[src/rtl/ram_seq_pkg.sv]
// ram_seq_pkg: shared types and defaults for the ram_sequencer block.
//   state_t    - sequencer FSM states (CLEAR exists only with RAM_SEQ_CLEAR_EN)
//   req_t      - request bundle (we, addr, wdata) at the default widths
//   DATA_W_DEF - default word width
//   ADDR_W_DEF - default word address width
package ram_seq_pkg;

   localparam int unsigned DATA_W_DEF = 64;
   localparam int unsigned ADDR_W_DEF = 6;

   typedef enum logic [2:0] {
      IDLE,
      WRITE,
      READ,
      RESP
`ifdef RAM_SEQ_CLEAR_EN
      , CLEAR
`endif
   } state_t;

   typedef struct packed {
      logic                  we;
      logic [ADDR_W_DEF-1:0] addr;
      logic [DATA_W_DEF-1:0] wdata;
   } req_t;

endpackage

[src/rtl/ram_sequencer.sv]
// ram_sequencer: single-outstanding request sequencer in front of a
// single-port RAM with combinational read data.
//   clk, rst_n            - clock, asynchronous active-low reset
//   req_valid/req_ready   - request handshake; req_we, req_addr, req_wdata
//   rsp_valid/rsp_ready   - read response handshake; rsp_rdata
//   mem_in, mem_addr,
//   mem_load, mem_out     - RAM port (write on clk edge while mem_load=1)
//   clr_start, clr_busy   - whole-RAM clear, present only when the macro
//                           RAM_SEQ_CLEAR_EN is defined
module ram_sequencer
   import ram_seq_pkg::*;
#(
   parameter int unsigned DATA_W = DATA_W_DEF,
   parameter int unsigned ADDR_W = ADDR_W_DEF
) (
   input  logic              clk,
   input  logic              rst_n,
`ifdef RAM_SEQ_CLEAR_EN
   input  logic              clr_start,
   output logic              clr_busy,
`endif
   input  logic              req_valid,
   output logic              req_ready,
   input  logic              req_we,
   input  logic [ADDR_W-1:0] req_addr,
   input  logic [DATA_W-1:0] req_wdata,
   output logic              rsp_valid,
   input  logic              rsp_ready,
   output logic [DATA_W-1:0] rsp_rdata,
   output logic [DATA_W-1:0] mem_in,
   output logic [ADDR_W-1:0] mem_addr,
   output logic              mem_load,
   input  logic [DATA_W-1:0] mem_out
);

   state_t state_q, state_d;

   always_ff @(posedge clk or negedge rst_n) begin
      if (!rst_n) state_q <= IDLE;
      else        state_q <= state_d;
   end

   always_comb begin
      state_d = state_q;
      case (state_q)
         IDLE: begin
`ifdef RAM_SEQ_CLEAR_EN
            if (clr_start) state_d = CLEAR;
            else
`endif
            if (req_valid) state_d = req_we ? WRITE : READ;
         end
         WRITE: state_d = IDLE;
         READ:  state_d = RESP;
         RESP:  if (rsp_ready) state_d = IDLE;
`ifdef RAM_SEQ_CLEAR_EN
         // mem_addr doubles as the clear counter; stop at the top, no wrap
         CLEAR: if (mem_addr == '1) state_d = IDLE;
`endif
         default: state_d = IDLE;
      endcase
   end

   assign req_ready = (state_q == IDLE);
   assign rsp_valid = (state_q == RESP);
`ifdef RAM_SEQ_CLEAR_EN
   assign clr_busy  = (state_q == CLEAR);
   assign mem_load  = (state_q == WRITE) || (state_q == CLEAR);
`else
   assign mem_load  = (state_q == WRITE);
`endif

   // RAM address/data registers hold their value whenever not reloaded, so
   // they stay stable while idle and during READ/RESP.
   always_ff @(posedge clk or negedge rst_n) begin
      if (!rst_n) begin
         mem_addr  <= '0;
         mem_in    <= '0;
         rsp_rdata <= '0;
      end else begin
         case (state_q)
            IDLE: begin
`ifdef RAM_SEQ_CLEAR_EN
               if (clr_start) begin
                  mem_addr <= '0;
                  mem_in   <= '0;
               end else
`endif
               if (req_valid) begin
                  mem_addr <= req_addr;
                  if (req_we) mem_in <= req_wdata;
               end
            end
            READ: rsp_rdata <= mem_out;
`ifdef RAM_SEQ_CLEAR_EN
            CLEAR: if (mem_addr != '1) mem_addr <= mem_addr + ADDR_W'(1);
`endif
            default: ;
         endcase
      end
   end

endmodule

[config.mk]
export PLATFORM = sky130hd
export DESIGN_NAME = ram_sequencer
export DESIGN_NICKNAME = d
export VERILOG_FILES = /design/src/rtl/ram_seq_pkg.sv /design/src/rtl/ram_sequencer.sv
export SDC_FILE = /design/constraint.sdc
export NUM_CORES = 1
export LEC_CHECK = 0
export ABC_AREA = 1
export ABC_CLOCK_PERIOD_IN_PS = 1780
export CAP_MARGIN = 25
export CORE_MARGIN = 2
export CORE_UTILIZATION = 35
export DETAILED_ROUTE_END_ITERATION = 7
export PLACE_DENSITY_LB_ADDON = 0.3
export SLEW_MARGIN = 20
export SYNTH_ARGS = -nofsm -noshare
export SYNTH_HDL_FRONTEND = slang
export SYNTH_SLANG_ARGS = --single-unit
[constraint.sdc]
create_clock -name clk -period 1.78 [get_ports clk]
set_input_delay 0.178 -clock clk [delete_from_list [all_inputs] [get_ports clk]]
set_output_delay 0.178 -clock clk [all_outputs]
set_load 0.005 [all_outputs]
# Word level (Yosys, flattened, before mapping)
# Index checks and enable logic that the tools add are counted.
# word_totals
input_bits	139
register_bits	137
output_inout_bits	137
# op_classes
reduce_logical	4
n_eq_ne	5
mux	4
# ops
op	n
case mux 3 bit (3 select lines)	1
equality test 3 x 2 -> 1 bit, second input constant	2
2-to-1 mux 3 bit	2
AND reduction 2 bit	2
equality test 3 x 1 -> 1 bit, second input constant	1
zero test 3 bit	1
AND reduction 3 bit	1
2-to-1 mux 2 bit	1
inequality test 2 x 1 -> 1 bit, second input constant	1
inequality test 2 bit, second input constant	1

# Depth between registers and ports, before layout
# logic_depth
ltp_word	3
ltp_mapped	6
ltp_nobuf	4

# Least setup slack after synthesis
# OpenSTA, ideal clock, no wires.
# synth_path
path_type	register to register
from	register state_q[1]
to	register mem_in[61]
t_arrival_ns	1.064
path_buffers	2
path_stages_with_launch	7
required_ns	1.663
path_slack_ns	0.599
path_cell_list	dfrtp_1 buf_4 nor2_8 nand3_2 buf_2 nand2_1 nand2_1
# synth_via
elab_chain_len	2
# synth_lines
element	line	rtl
start, declared	ram_sequencer.sv:36	state_t state_q, state_d;
start signal, assigned	ram_sequencer.sv:40	else state_q <= state_d;
zero test 3 bit	ram_sequencer.sv:81	case (state_q)
AND reduction 3 bit (no line)	-	
end signal, assigned	ram_sequencer.sv:91	if (req_we) mem_in <= req_wdata;
end, declared	ram_sequencer.sv:30	output logic [DATA_W-1:0] mem_in,
# Every way passes these cells.
# A chain may end at the register's enable or synchronous reset.

# Worst setup path in the final report
# layout_path
from	register state_q[1]
to	output mem_load
# layout_via
elab_chain_len	1
# layout_lines
element	line	rtl
equality test 3 x 1 -> 1 bit	ram_sequencer.sv:70	assign mem_load = (state_q == WRITE);
end, declared	ram_sequencer.sv:32	output logic mem_load,
# Every way passes these cells.

==> impl_metrics.ini <==
[outcome]
outcome = finished clean

[timing]
fmax_mhz = 584
maxSlewViolCount = 0
rsz0062_at_grt = false
setup_viol = 0
worst-slew-pin-transition_ns = 0.659
skew_ns = 0.00863
period_share_pct = 96.1
final.setup.tns_ns = 0
max_slew_margin_pct = 56.1
period_minus_slack_ns = 1.71
hold_viol_final = 0

[global_routing]
grt_overflow = 0
first_global_vias = 5062
track_usage_pct = 20.0
grt_max_degree = 66
grt_pass1_wl_mm = 26.2
antenna_found_initial = 0

[yosys]
synth.lib_cells_used.distinct = 15
ys_seq_elements = 136
synth_top_flop_cell = dfrtp_1
yosys_warnings = 0
synth_area_leaders = dfrtp_1 62%, nand2_1 19%, nand4_1 7.3%, nand3_1 6.5%, buf_2 2.2%
syn_inst = 602
synth_commonest_cells = 275 x nand2_1, 136 x dfrtp_1, 71 x nand3_1
yosys.area.top_type = dfrtp_1
avgSynthCellArea_sq_um = 9.15
synth_nets = 741
synth_edf_count = 0
synth_top_area_share_pct = 61.8
syn_area_sq_um = 5510
async_flop_share_pct = 100
yosysMostFrequentCell = nand2_1
synth_seq_area_share_pct = 61.8

[worst_setup_path]
crit_slowest_cell = clkdlybuf4s50_1
cp.required_ns = 1.60
worst_setup_path_start_kind = register
critPathMaxStageDelay_ns = 0.50
arrival_ns = 1.53
critPathKind = reg -> out
crit_path_cell_trace = nor2_2 -> clkdlybuf4s50_1
cp_num_buf_inv = 1
crit_family = buffers and inverters
crit_fanout = 7
end_kind = output pin

[power]
leakage_nw = 4.31
power_density_nw_per_um2 = 1710
ir_worst_vdd_uv = 827

[layout]
nets = 1004
layout-drive-gt1-share_pct = 6.72
antenna_cells = 0
synthToLayoutAreaGrowth_pct = 64.3
final_cell_area_sq_um = 9050

[clock_network]
cts_sinks = 136
cts_root_buf = clkbuf_16
numCtsBuffers = 17
clk_latency_ns = 0.41
clk_pin_slew_ns = 0.06
htree_levels = 4
clock_path_buffers = 2
cts_tree = built

[detailed_routing]
ant_nets = 0
wirelength_mm = 16.7
drc_errors = 0
wl_per_cell_um = 15.3
firstDrtPassIters = 4
viasPerCell = 4.79
drt_iter0_drc = 296
num_vias = 5215

[placed_design]
place_congestion = 0.797
io_buffers = 275
placed_area_sq_um = 8450
dp_hpwl_mm = 11.0

[floorplanning]
core_region_area_sq_um = 15300
top_level_ports = 276
initial_core_util_pct = 36.0
die_h_um = 129
die_width_um = 129
fp.dieArea_sq_um = 16800
rows = 45

[job]
drv_cap = 0

[hold_path]
min_path_type = in -> async
-- metrics by stage --
| step | hold slack, ns | utilization, % | instances | setup slack, ns | power, W |
|---|---|---|---|---|---|
| after detailed placement | 0.108 | 55.2 | 1054 | 0.274 | 0.0122 |
| after floorplan | -0.118 | - | 602 | 0.599 | 0.00814 |
| after global placement | 0.110 | 55.2 | 1054 | 0.313 | 0.0121 |
| after CTS | 0.225 | 59.1 | 1089 | 0.0131 | 0.0157 |
| after global routing | 0.240 | 59.1 | 1089 | 0.00820 | 0.0167 |
| final | 0.227 | 59.1 | 1089 | 0.0690 | 0.0155 |
-- registers in the layout, indices dropped and copies added (netlist names) --
register	cells
mem_in	64
rsp_rdata	64
mem_addr	6
state_q	2
-- worst paths after layout --
check	from	end	slack [ns]	depth (start not counted)
setup / recovery	state_q[1]	mem_load	0.07	2
hold / removal	rst_n	mem_in[45]	0.23	2
setup reg to reg	state_q[1]	rsp_rdata[31]	0.18	4
hold reg to reg	mem_addr[3]	mem_addr[3]	0.47	2
max in group asynchronous	rst_n	mem_in[36]	0.98	3
min in group clk	req_valid	state_q[1]	0.26	4
-- worst register-to-register path, delay by kind of cell (launching register included) --
family	cells	cell delay [ns]
and+or+nand+nor	2	0.35
DFF	1	0.49
buffers and inverters	2	0.69
-- power by group --
group | total [W] | internal, W | leakage, nW | switching, W
clock | 0.00337 | 0.00200 | 0.276 | 0.00137
sequential | 0.00542 | 0.00459 | 1.68 | 0.000830
combinational | 0.00673 | 0.00370 | 2.35 | 0.00303
total | 0.0155 | 0.0103 | 4.31 | 0.00523
-- cells in the final DEF (no fill, tap or decap), types with 2 or more instances in the layout --
cell / count
clkbuf_8: 2
clkinvlp_4: 3
clkdlybuf4s50_1: 272
nand4_1: 64
buf_12: 7
clkbuf_16: 17
buf_4: 10
dfrtp_2: 2
dfrtp_1: 134
clkinv_2: 4
buf_2: 2
nand2_1: 275
nand3_1: 71
inv_6: 4
-- cell type report --
| type | instances | area [sq um] |
|---|---|---|
| clock buffer | 19 | 453 |
| clock inverter | 13 | 116 |
| fill | 1386 | 6260 |
| inverter | 2 | 7.51 |
| multi-input combinational | 415 | 1830 |
| sequential | 136 | 3410 |
| tap | 211 | 264 |
| timing repair buffer | 293 | 2970 |
-- kinds of logic after synthesis --
| family | Yosys count | share of synthesized area [%] |
|---|---|---|
| AND/OR/NAND/NOR | 415 | 33.3 |
| buffers and inverters | 51 | 4.97 |
| flip-flops | 136 | 61.8 |
-- layer usage --
metal  track usage, %  wire (um)  vias to the layer above
met3             8.75       1940                       17
met5                0          0                        -
met2             31.3       7580                      217
met1             25.1       6970                     2463
met4             6.51        216                        0
li1                 -          -                     2518
-- what timing repair did --
| item | in CTS | in global routing |
|---|---|---|
| endpoints found under the setup margin | 2 | 1 |
| resized for setup | 1 | 1 |
| pin swaps | 1 | 0 |
| hold buffers | 1 | 0 |
| setup buffers | 2 | 0 |
| hold endpoints to repair | 32 | 0 |
(Power assumes the default switching activity.)
